## config.mk

```make
export PLATFORM = sky130hd
export DESIGN_NAME = seq_word_packer
export DESIGN_NICKNAME = d
export VERILOG_FILES = /design/src/rtl/seq_pack_pkg.sv /design/src/rtl/seq_pack_fifo.sv /design/src/rtl/seq_word_packer.sv
export SDC_FILE = /design/constraint.sdc
export NUM_CORES = 1
export LEC_CHECK = 0
export BUFFER_PORTS_ARGS = -buffer_cell sky130_fd_sc_hd__buf_2
export CORE_UTILIZATION = 32
export CTS_CLUSTER_DIAMETER = 100
export DETAILED_ROUTE_END_ITERATION = 16
export SLEW_MARGIN = 20
export SYNTH_ARGS = -nofsm -noshare
export SYNTH_HDL_FRONTEND = slang
export SYNTH_HIERARCHICAL = 1
export SYNTH_SLANG_ARGS = --single-unit
```

## constraint.sdc

```tcl
create_clock -name clock -period 6.4 [get_ports clock]
set_input_delay 0.32 -clock clock [delete_from_list [all_inputs] [get_ports clock]]
set_output_delay 0.32 -clock clock [all_outputs]
set_load 0.03 [all_outputs]
```

## src/rtl/seq_pack_pkg.sv

```systemverilog
// Shared defaults and entry layout for the sequential-stage word packer.
// Optional checksum support is enabled with SEQ_PACK_CHECKSUM_EN.
package seq_pack_pkg;

  localparam int DATA_W_D = 8;
  localparam int LANES_D  = 4;
  localparam int DEPTH_D  = 2;
  localparam int CNT_W    = $clog2(LANES_D) + 1;

  typedef struct packed {
    logic [DATA_W_D*LANES_D-1:0] data;
    logic [CNT_W-1:0]            count;
`ifdef SEQ_PACK_CHECKSUM_EN
    logic [DATA_W_D-1:0]         csum;
`endif
  } entry_t;

endpackage

```

## src/rtl/seq_pack_fifo.sv

```systemverilog
// Generic circular buffer with occupancy counter; pop frees a slot
// in the same edge so push-while-full succeeds when a pop coincides.
module seq_pack_fifo
  import seq_pack_pkg::*;
#(
  parameter int W     = 8,
  parameter int DEPTH = DEPTH_D
) (
  input  logic         clock,
  input  logic         reset,
  input  logic         push,
  input  logic         pop,
  input  logic [W-1:0] wdata,
  output logic [W-1:0] rdata,
  output logic         full,
  output logic         empty
);

  localparam int PW = $clog2(DEPTH);
  localparam int OW = PW + 1;

  logic [W-1:0]  mem [DEPTH];
  logic [PW-1:0] wptr;
  logic [PW-1:0] rptr;
  logic [OW-1:0] occ;
  logic          do_push;
  logic          do_pop;

  assign full    = occ == OW'(DEPTH);
  assign empty   = occ == '0;
  assign do_pop  = pop && !empty;
  assign do_push = push && (!full || do_pop);
  // Empty buffer presents zero rather than stale storage.
  assign rdata   = empty ? '0 : mem[rptr];

  always_ff @(posedge clock or posedge reset) begin
    if (reset) begin
      wptr <= '0;
      rptr <= '0;
      occ  <= '0;
    end else begin
      if (do_push) wptr <= wptr + PW'(1);
      if (do_pop)  rptr <= rptr + PW'(1);
      unique case ({do_push, do_pop})
        2'b10:   occ <= occ + OW'(1);
        2'b01:   occ <= occ - OW'(1);
        default: occ <= occ;
      endcase
    end
  end

  always_ff @(posedge clock) begin
    if (do_push) mem[wptr] <= wdata;
  end

endmodule

```

## src/rtl/seq_word_packer.sv

```systemverilog
// Packs sequential-stage samples into LANES-wide words behind a small buffer.
// Define SEQ_PACK_CHECKSUM_EN to add per-word XOR checksum outputs.
module seq_word_packer
  import seq_pack_pkg::*;
#(
  parameter int DATA_W = DATA_W_D,
  parameter int LANES  = LANES_D,
  parameter int DEPTH  = DEPTH_D
) (
  input  logic                      clock,
  input  logic                      reset,
  input  logic                      in_valid,
  input  logic [DATA_W-1:0]         in_data,
  output logic                      in_ready,
  input  logic                      flush,
  output logic                      out_valid,
  output logic [DATA_W*LANES-1:0]   out_data,
  output logic [$clog2(LANES):0]    out_count,
  input  logic                      out_ready,
  output logic                      overflow
`ifdef SEQ_PACK_CHECKSUM_EN
  ,
  output logic [DATA_W-1:0]         out_csum,
  output logic                      csum_zero_seen
`endif
);

  localparam int LW = $clog2(LANES);
  localparam int CW = LW + 1;

  typedef struct packed {
    logic [DATA_W*LANES-1:0] data;
    logic [CW-1:0]           count;
`ifdef SEQ_PACK_CHECKSUM_EN
    logic [DATA_W-1:0]       csum;
`endif
  } ent_t;

  logic [LW-1:0]           cnt;
  logic [DATA_W*LANES-1:0] pack;
  logic [DATA_W*LANES-1:0] pack_nxt;
  logic                    pend;
  logic                    pend_nxt;
  logic                    buf_full;
  logic                    buf_empty;
  logic                    last;
  logic                    acc;
  logic                    drop;
  logic                    pop;
  logic                    push;
  logic                    space;
  logic                    fl;
  logic [CW-1:0]           fill;
  ent_t                    wr;
  ent_t                    rd;

  assign last     = cnt == LW'(LANES - 1);
  assign in_ready = !(last && buf_full) && !pend;
  assign acc      = in_valid && in_ready;
  assign drop     = in_valid && !in_ready;
  assign pop      = out_valid && out_ready;
  assign space    = !buf_full || pop;
  assign fl       = flush || pend;
  assign fill     = CW'(cnt) + CW'(acc);

  always_comb begin
    pack_nxt = pack;
    if (acc) pack_nxt[cnt*DATA_W +: DATA_W] = in_data;
  end

  // A completing sample always pushes; otherwise a flush pushes when
  // there is data and room, else it waits.
  always_comb begin
    push     = 1'b0;
    pend_nxt = pend;
    if (acc && last) begin
      push     = 1'b1;
      pend_nxt = 1'b0;
    end else if (fl) begin
      if (fill == '0) begin
        pend_nxt = 1'b0;
      end else if (space) begin
        push     = 1'b1;
        pend_nxt = 1'b0;
      end else begin
        pend_nxt = 1'b1;
      end
    end
  end

  always_comb begin
    wr       = '0;
    wr.data  = pack_nxt;
    wr.count = fill;
`ifdef SEQ_PACK_CHECKSUM_EN
    for (int i = 0; i < LANES; i++)
      wr.csum = wr.csum ^ pack_nxt[i*DATA_W +: DATA_W];
`endif
  end

  always_ff @(posedge clock or posedge reset) begin
    if (reset) begin
      cnt      <= '0;
      pack     <= '0;
      pend     <= 1'b0;
      overflow <= 1'b0;
    end else begin
      pend <= pend_nxt;
      if (drop) overflow <= 1'b1;
      if (push) begin
        cnt  <= '0;
        pack <= '0;
      end else if (acc) begin
        cnt  <= cnt + LW'(1);
        pack <= pack_nxt;
      end
    end
  end

`ifdef SEQ_PACK_CHECKSUM_EN
  always_ff @(posedge clock or posedge reset) begin
    if (reset)
      csum_zero_seen <= 1'b0;
    else if (push && wr.csum == '0)
      csum_zero_seen <= 1'b1;
  end

  assign out_csum = rd.csum;
`endif

  seq_pack_fifo #(
    .W     ($bits(ent_t)),
    .DEPTH (DEPTH)
  ) u_fifo (
    .clock (clock),
    .reset (reset),
    .push  (push),
    .pop   (pop),
    .wdata (wr),
    .rdata (rd),
    .full  (buf_full),
    .empty (buf_empty)
  );

  assign out_valid = !buf_empty;
  assign out_data  = rd.data;
  assign out_count = rd.count;

endmodule

```

==> results.md, run 1 <==
* Multi-input gate area at 1673 um2
* Sequential fraction of the synthesis area at 0.6272
* Via density at 4.985
* Crit path cell chain: ha_1 -> nand2_1 -> nand2_1 -> inv_1 -> ha_1 -> ha_1 -> o32ai_1 -> a21oi_2 -> nand2b_1 -> and3_2
* Vias in the first global route at 3108
* Crit path DAT at 3450 ps
* Starting Density at 0.3266
* Clock net sink count at 110
* Comb pwr share at 0.417
* Root Driver: clkbuf_16
* Mapped Avg Cell Area at 11.86 um2
* Fin Hold WS at 275.3 ps
* Worst Hold Class: in -> reg
* Initial DRC count at 209
* Clock-pin slew on the worst setup and hold paths at 70 ps
* Port bufs at 50
* Pre-antenna DRT Iters at 7
* Largest fanout on the critical path at 35
* Die area at 15960 um2
* Pin count of the biggest net entering global routing at 37
* CP Class: reg -> reg
* EDFF count, synth at 70
* Syn nets at 437
* Dpl hpwl at 7054 um
* CP bufs+invs at 1
* Worst Setup End Kind: flop
* Die height at 126.3 um
* Total grt overflow at 0
* DRC viols at 0
* Flops & latches, synth at 110
* CP delay by family, top: simple AND/OR/NAND/NOR gates
* GRT Total Usage at 0.1348
* Most frequent CP cell: ha_1
* Sequential power share at 0.399
* Max Slew Vio Count at 0
* Area Overhead vs Synth at 13.71%
* Leakage at 2.285 nW
* Post-CTS sizing at 0
* Relative slew slack at 0.2773
* Final Hold Viols at 0
* Async set-reset flop share out of synthesis at 0.3636
* WP data required at 6370 ps
* Routed vias at 3265
* CTS tree: done
* Crit-path max cell delay at 820 ps
* Top_reg_cell synth: edfxtp_1
* First-pass GRT wire length at 16420 um
* ANT nets after route at 0
* Final cell count without fillers at 655
* IO Count at 51
* Fmax at 287.3 MHz
* RSZ-0062 raised after global routing: no
* Placement Rows at 45
* Net Sw Frac at 0.4235
* Power Dens Cells at 494.2 nW/um2
* Antenna cells at 0
* Gpl congestion at 0.7613
* Layout cells sized above 1 at 0.1777
* Status: finished clean
* Distinct cells, synth at 40
* Fillcell total at 1469
* Placeable Area at 15150 um2
* Avg WL per Cell at 15.85 um
* Inserted Clock Buffers at 9
* Post-CTS setup buffer count at 0
* Mapped Area at 4947 um2
* Tmin final at 3481 ps
* H-Tree Depth at 3
* Chip Width at 126.3 um
* Final setup viols at 0
* Setup crit start kind: flop
* Fin nets at 482
* Sw Pwr at 0.001177 W
* Internal power at 0.001603 W
* Largest cells by area after synthesis: edfxtp_1, dfrtp_1, mux2i_1
* Yosys Warn Count at 6
* Register Area at 3104 um2
* Clock latency on the worst-skew pair at 340 ps
* Gate Count Post-Synth at 417
* Max Cap Viol at 0
* Clock power share at 0.185
* Tcrit/Tclk final at 0.5439
* Routed WL at 10380 um
* Placed Cells at 638
* Slowest cell on crit path: and3_2
* Post-synth top area share at 0.4249
* Clock skew at 6.249 ps
* Clock Path Buffers at 2
* Worst vdd ir at 0.2132 mV
* Initial antenna violation count at 0
* Least-Margin Pin Slew at 1084 ps
* Total Neg Setup Slack at 0 ps
* Synth area leader: edfxtp_1
==> cells by family after synthesis <==
family / share of synthesized area
multiplexers: 0.07082
AND/OR/NAND/NOR: 0.1454
adder cells (fa/ha/maj): 0.01770
buffers and inverters: 0.03515
flip-flops: 0.6272
XOR/XNOR: 0.005312
AO/OA/AOI/OAI: 0.09838
==> routing by layer <==
layer	track usage	vias up	routed length, um
met4	0.05811	0	202
met3	0.02193	16	495
met2	0.2158	106	5013
li1	-	1580	-
met5	0	-	0
met1	0.1816	1563	4669
==> repair_timing <==
| item | in CTS | in global routing |
|---|---|---|
| hold buffers | 1 | 0 |
| setup endpoints to repair | 0 | 0 |
| endpoints found under the hold margin | 4 | 0 |
==> per-stage QoR <==
step	utilization	setup slack, ps	power [W]	instance area [um2]
global route	0.3714	2688	0.002949	5625
finish	0.3714	2919	0.002780	5625
detailed placement	0.3524	2934	0.002303	5338
global placement	0.3524	3047	0.002282	5338
floorplan	-	2274	0.001990	4947
CTS	0.3714	2914	0.002819	5625
==> worst reg2reg max path: cells and delay by family, from the launching register on <==
kind | cells | cell delay, ps
buffers and inverters | 1 | 50
AND/OR/NAND/NOR | 4 | 1390
flip-flops | 1 | 570
adder cells (fa/ha/maj) | 3 | 860
AO/OA/AOI/OAI | 2 | 240
==> sequential cells by signal (all words and copies together), names as in the netlist <==
| name | count |
|---|---|
| cnt | 2 |
| overflow | 1 |
| pack | 32 |
| pend | 1 |
| u_fifo/mem | 70 |
| u_fifo/occ | 2 |
| u_fifo/rptr | 1 |
| u_fifo/wptr | 1 |
==> power by group through the flow <==
stage | sequential, W | clock [W] | combinational [W]
global route | 0.00113 | 0.000552 | 0.00127
floorplan | 0.00105 | 0 | 0.000937
CTS | 0.00111 | 0.000528 | 0.00118
finish | 0.00111 | 0.000514 | 0.00116
detailed placement | 0.00113 | 0 | 0.00118
global placement | 0.00112 | 0 | 0.00116
==> path summary, 6_finish.rpt <==
kind                           from                 to  slack [ps]  cells past startpoint
max                          cnt[0]  u_fifo/mem[1][18]        2920                     10
max in group asynchronous     reset           pack[21]        5390                      4
min                        in_valid           overflow         280                      3
min in group asynchronous     reset        u_fifo/rptr         470                      3
min reg2reg                overflow           overflow         480                      1
max reg2reg                  cnt[0]  u_fifo/mem[1][18]        2920                     10
==> cell usage in the layout, fill, tap and decap left out, types with 2 or more instances in the layout <==
cell and instances:
a21oi_1 6, a22o_1 8, a32oi_1 24, and2_1 3, buf_2 50, buf_4 5, clkbuf_1 2, clkbuf_16 9
clkinv_4 3, dfrtp_1 39, edfxtp_1 70, ha_1 7, inv_1 10, mux2i_1 35, nand2_1 63, nand2_2 2
nand2b_1 2, nand3_1 3, nor2_1 69, nor2_2 2, nor2b_1 4, nor3b_4 2, o21ai_1 26, xnor2_1 2
==> Yosys cell counts (all sizes together), types with 3 or more instances <==
master  count
nor2       71
edfxtp     70
nand2      65
dfrtp      40
mux2i      35
o21ai      28
a32oi      24
buf        18
inv        10
a22o        8
a21oi       7
ha          7
clkbuf      4
nor2b       4
and2        3
nand3       3
==> cell type report <==
| type | instances | area share |
|---|---|---|
| timing repair buffer | 56 | 0.05294 |
| clock buffer | 11 | 0.04137 |
| tap | 188 | 0.04181 |
| multi-input combinational | 275 | 0.2974 |
| clock inverter | 5 | 0.008007 |
| inverter | 10 | 0.006673 |
| sequential | 110 | 0.5518 |
Power figures use the tool's default switching activity.
==> run 2, diff against run 1 <==
--- a/config.mk
+++ b/config.mk
@@ -5,6 +5,7 @@
 export SDC_FILE = /design/constraint.sdc
 export NUM_CORES = 1
 export LEC_CHECK = 0
+export ABC_AREA = 1
 export BUFFER_PORTS_ARGS = -buffer_cell sky130_fd_sc_hd__buf_2
 export CORE_UTILIZATION = 32
 export CTS_CLUSTER_DIAMETER = 100
==> constraint.sdc (replaced) <==
create_clock -name clock -period 3.4 [get_ports clock]
set_input_delay 0.17 -clock clock [delete_from_list [all_inputs] [get_ports clock]]
set_output_delay 0.17 -clock clock [all_outputs]
set_load 0.03 [all_outputs]
==> run 2 against run 1 <==
Effect of this change: critical path depth is 7 higher; first-iteration DRC count is 9.1% higher; critical endpoint is now u_fifo/occ[1]; cell count is 22% higher; worst setup slack worse by 2400 ps; largest power group unchanged; routed wire length is 5.8% higher.
==> results.md, run 2 <==
* WP data required at 3690 ps
* Worst R2R Path Depth at 17
* Synth cell count leaders: nand2_1, inv_1, edfxtp_1
* Max FFs per register at 70
* Biggest registers after layout: u_fifo/mem (70), pack (32)
* Biggest register: u_fifo/mem
* Pin count of the biggest net entering global routing at 37
* IO Count at 51
* Async set-reset flop share out of synthesis at 0.3636
* Clock net sink count at 110
* Routed vias at 3486
* CP Class: reg -> reg
* CTS tree: done
* Mapped Avg Cell Area at 9.728 um2
* Die area at 16560 um2
* Yosys Warn Count at 6
* Tmin final at 2877 ps
* Vias in the first global route at 3610
* Fmax at 347.6 MHz
* Fin nets at 602
* H-Tree Depth at 3
* First-pass GRT wire length at 17700 um
* Gate Count Post-Synth at 528
* GRT Total Usage at 0.1423
* Max Slew Vio Count at 0
* Post-CTS sizing at 0
* Clock-pin slew on the worst setup and hold paths at 70 ps
* Dpl hpwl at 7686 um
* Largest fanout on the critical path at 27
* Area Overhead vs Synth at 14.69%
* Clock skew at 9.870 ps
* Placement Rows at 45
* Routed WL at 10980 um
* Commonest cells after routing, fill and taps aside: nand2_1, inv_1, edfxtp_1
* Commonest non-fill, non-tap cell in the layout: nand2_1
* Via density at 4.368
* ANT nets after route at 0
* Layout cells sized above 1 at 0.2215
* Gpl congestion at 0.8625
* Leakage at 2.738 nW
* Avg WL per Cell at 13.76 um
* Clock latency on the worst-skew pair at 350 ps
* Final setup viols at 0
* Inserted Clock Buffers at 9
* Fin Hold WS at 75.32 ps
* RSZ-0062 raised after global routing: no
* DRC viols at 0
* Crit path DAT at 3170 ps
* Reg-to-reg setup timing slack at 520 ps
* Sequential fraction of the synthesis area at 0.6041
* Flops & latches, synth at 110
* Top_reg_cell synth: edfxtp_1
* Fillcell total at 1561
* Root Driver: clkbuf_16
* Hold depth at 2
* Worst Setup End Kind: flop
* Port bufs at 50
* Worst Hold Class: in -> reg
* Distinct cells, synth at 29
* Clock Path Buffers at 2
* Die height at 128.7 um
* Max Cap Viol at 0
* Chip Width at 128.7 um
* Antenna cells at 0
* Total Neg Setup Slack at 0 ps
* Largest cells by area after synthesis: edfxtp_1, dfrtp_1, nand2_1
* Most repeated cell in the gate-level netlist after synthesis: nand2_1
* Starting Density at 0.3329
* Post-CTS setup buffer count at 0
* Worst vdd ir at 0.4066 mV
* Initial antenna violation count at 0
* Initial DRC count at 228
* Cell Area, Placed at 5604 um2
* Status: finished clean
* EDFF count, synth at 70
* Total grt overflow at 0
* Tcrit/Tclk final at 0.8460
* Mapped Area at 5136 um2
* Pre-antenna DRT Iters at 4
* Placeable Area at 15430 um2
* Synth area leader: edfxtp_1
* Relative slew slack at 0.4120
* Overall Power at 0.006069 W
* Power Dens Cells at 1030 nW/um2
* Setup crit start kind: flop
* Syn nets at 548
* Post-synth top area share at 0.4093
* Least-Margin Pin Slew at 882.1 ps
* Final Hold Viols at 0
* Fin area at 5891 um2
run 2: cell types whose count changed after synthesis, moves of 5 or more:
cell / previous run / this run
nand2_1: 63 / 192
inv_1: 10 / 77
nor2_1: 70 / 29
mux2i_1: 35 / 0
a21oi_2: 1 / 29
o21ai_1: 26 / 0
a32oi_1: 24 / 0
nand3_1: 3 / 13
a22o_1: 8 / 0
nand4_1: 0 / 7
nor2_2: 1 / 8
buf_2: 10 / 4
o21ai_0: 1 / 6
run 2: path summary, 6_finish.rpt:
check,endpoint,start
worst max-delay path,u_fifo/occ[1],u_fifo/occ[0]
worst min-delay path,overflow,in_valid
worst max register to register,u_fifo/occ[1],u_fifo/occ[0]
worst min register to register,overflow,overflow
max in group asynchronous,pack[9],reset
min in group asynchronous,u_fifo/occ[1],reset
run 2: metal layers:
layer	GRT usage	vias to the layer above	wire length, um	share of wire
met1	0.1672	1641	4763	0.43
met2	0.2458	59	5507	0.50
met3	0.03119	17	480	0.044
li1	-	1769	-	-
met5	0	-	0	0
met4	0.07059	0	234	0.021
run 2: worst max-delay path: stages, from the launching register on:
cell,delay (ps)
dfrtp_1,420
inv_2,130
nand2_2,90
inv_1,90
nand2_2,80
nand3_4,130
inv_2,90
ha_1,190
ha_1,300
inv_1,40
nand2_1,80
nand3_2,190
nand2_4,130
buf_4,320
inv_1,130
o31ai_1,260
nand2_1,80
inv_1,60
run 2: per-stage QoR:
stage               setup WS, ps  instances    util
floorplan                 -93.20        528       -
global placement           713.7        781  0.3633
detailed placement         582.2        781  0.3633
CTS                        552.5        798  0.3818
global route               373.2        798  0.3818
finish                     523.5        798  0.3818
run 2: power by group:
part           leakage (nW)  internal (W)  switching (W)  total (W)
clock network         0.132      0.000517       0.000466   0.000984
registers              1.19       0.00201       0.000167    0.00218
logic                  1.42      0.000787        0.00212    0.00291
total                  2.74       0.00331        0.00276    0.00607
run 2: cell type report:
class,count,area [um2],share of cell area
multi-input combinational,317,1579,0.2681
timing repair buffer,58,337.8,0.05735
tap,211,264.0,0.04482
clock buffer,11,242.7,0.04121
sequential,110,3103,0.5268
clock inverter,5,33.78,0.005735
inverter,86,330.3,0.05607
run 2: cell families (layout without fill, tap and decap cells):
family                   after synthesis  count (layout)  share of synthesized area
AO/OA/AOI/OAI                         44              44                    0.06577
XOR/XNOR                               2               2                   0.003411
adder cells (fa/ha/maj)                7               7                    0.01705
buffers and inverters                101             160                    0.08941
flip-flops                           110             110                     0.6041
AND/OR/NAND/NOR                      264             264                     0.2202
run 2: timing repair:
action                                  CTS  global route
hold buffers                              1             0
endpoints found under the setup margin    0             0
hold endpoints to repair                 20             0
==> run 3, diff against run 2 <==
==> constraint.sdc (replaced) <==
create_clock -name clock -period 2.78 [get_ports clock]
set_input_delay 0.139 -clock clock [delete_from_list [all_inputs] [get_ports clock]]
set_output_delay 0.139 -clock clock [all_outputs]
set_load 0.03 [all_outputs]
==> run 3 against run 2 <==
Effect of this change: first-iteration DRC count up 21%; clock skew down 2.8 ps; global-route usage up 0.22 points; sequential share of layout area down 0.78 points; clock power up 22%; critical endpoint is now u_fifo/mem[0][7]; combinational power up 26%.
==> results.md, run 3 (synthesis results as in run 2) <==
* Placed Cells at 786
* Clock latency on the worst-skew pair at 350 ps
* Dpl hpwl at 7954 um
* Initial antenna violation count at 0
* Largest fanout on the critical path at 21
* Avg WL per Cell at 13.46 um
* DRC viols at 0
* Tmin final at 2590 ps
* Post-CTS sizing at 0
* Layout cells sized above 1 at 0.2432
* Worst vdd ir at 0.4155 mV
* Clock skew at 7.040 ps
* RSZ-0062 raised after global routing: no
* Max Cap Viol at 0
* Fillcell total at 1569
* Final setup viols at 0
* Pin count of the biggest net entering global routing at 37
* Max Slew Vio Count at 0
* Fin nets at 607
* Crit path cell chain: inv_2 -> nand2_2 -> inv_2 -> nand2_4 -> nand3_4 -> inv_4 -> ha_4 -> ha_4 -> inv_2 -> nand2_2 -> nand3_4 -> nand2_4 -> o21ai_4 -> nor2_4 -> buf_4
* Status: finished clean
* Routed vias at 3535
* Power Dens Cells at 1255 nW/um2
* Inserted Clock Buffers at 9
* Vias in the first global route at 3635
* Port bufs at 50
* IO Count at 51
* Max FFs per register at 70
* Relative slew slack at 0.5875
* Chip Width at 128.7 um
* Antenna cells at 0
* Crit-path max cell delay at 420 ps
* Most frequent CP cell: inv_2
* Worst Hold Class: in -> reg
* Pre-antenna DRT Iters at 4
* Clock Path Buffers at 2
* Root Driver: clkbuf_16
* Clock net sink count at 110
* Multi-input gate area at 1649 um2
* Via density at 4.402
* Placement Rows at 45
* Placeable Area at 15430 um2
* Die area at 16560 um2
* WP data required at 2800 ps
* Setup crit start kind: flop
* Total grt overflow at 0
* Final Hold Viols at 0
* Biggest register: u_fifo/mem
* Register Area at 3104 um2
* GRT Total Usage at 0.1445
* Fin Hold WS at 55.84 ps
* Least-Margin Pin Slew at 617.9 ps
* Routed WL at 10810 um
* First-pass GRT wire length at 18100 um
* Overall Power at 0.007510 W
* Tcrit/Tclk final at 0.9317
* Post-CTS setup buffer count at 0
* Final cell count without fillers at 803
* CTS tree: done
* Worst Setup End Kind: flop
* CP bufs+invs at 5
* H-Tree Depth at 3
* Clock-pin slew on the worst setup and hold paths at 70 ps
* Leakage at 2.766 nW
* Biggest registers after layout: u_fifo/mem (70), pack (32)
* Commonest non-fill, non-tap cell in the layout: nand2_1
* CP delay by family, top: simple AND/OR/NAND/NOR gates
* CP Class: reg -> reg
* Final Core Density at 0.3878
* Area Overhead vs Synth at 16.47%
* CTS Hold Bufs at 1
* Fmax at 386.1 MHz
* Starting Density at 0.3329
* Initial DRC count at 277
* Commonest cells after routing, fill and taps aside: nand2_1, inv_1, edfxtp_1
* Total Neg Setup Slack at 0 ps
* Slowest cell on crit path: dfrtp_1
* Gpl congestion at 0.8802
* ANT nets after route at 0
* Crit path DAT at 2610 ps
* Die height at 128.7 um
-- run 3: cell count changes in the layout (fill, tap and decap cells not counted), sizes merged --
cell	before	now
buf	57	62
inv	85	86
clkbuf	11	10
-- run 3: worst register-to-register path, delay by kind of cell (launching register included) --
family          cells  cell delay (ps)
fa+ha+maj           2              420
buf+inv             5              610
simple gates        7              710
compound gates      1              100
flops               1              420
-- run 3: final cells by class --
| class | instances | share of cell area |
|---|---|---|
| multi-input cells | 317 | 0.2757 |
| repair buffers | 63 | 0.05857 |
| clock inverters | 6 | 0.007111 |
| well taps | 211 | 0.04413 |
| flip-flops and latches | 110 | 0.5189 |
| inverters | 86 | 0.05564 |
| clock buffers | 10 | 0.03995 |
-- run 3: report_power, final --
part	total [W]	internal [W]	switching, W	leakage, nW
Combinational	0.00367	0.000992	0.00268	1.45
Clock	0.00120	0.000635	0.000568	0.135
Sequential	0.00263	0.00246	0.000172	1.19
Total	0.00751	0.00409	0.00342	2.77
-- run 3: routing by layer --
layer	track usage	share of wire	up-vias
li1	-	-	1777
met1	0.1763	0.44	1686
met2	0.2531	0.51	60
met3	0.02994	0.040	12
met4	0.05052	0.015	0
met5	0	0	-
-- run 3: worst paths after layout --
kind | start | cells after the start | slack, ps | end
min reg2reg | overflow | 1 | 460 | overflow
max reg2reg | u_fifo/occ[0] | 15 | 190 | u_fifo/mem[0][7]
max in group asynchronous | reset | 4 | 1780 | pack[10]
min in group asynchronous | reset | 3 | 250 | u_fifo/occ[0]
min | in_valid | 2 | 60 | overflow
max | u_fifo/occ[0] | 15 | 190 | u_fifo/mem[0][7]
-- run 3: stage by stage --
stage / instance area (um2) / setup WS, ps
CTS: 5982 / 170.9
floorplan: 5219 / -82.30
finish: 5982 / 189.8
global route: 5982 / 8.265
global placement: 5690 / 262.8
detailed placement: 5690 / 181.2
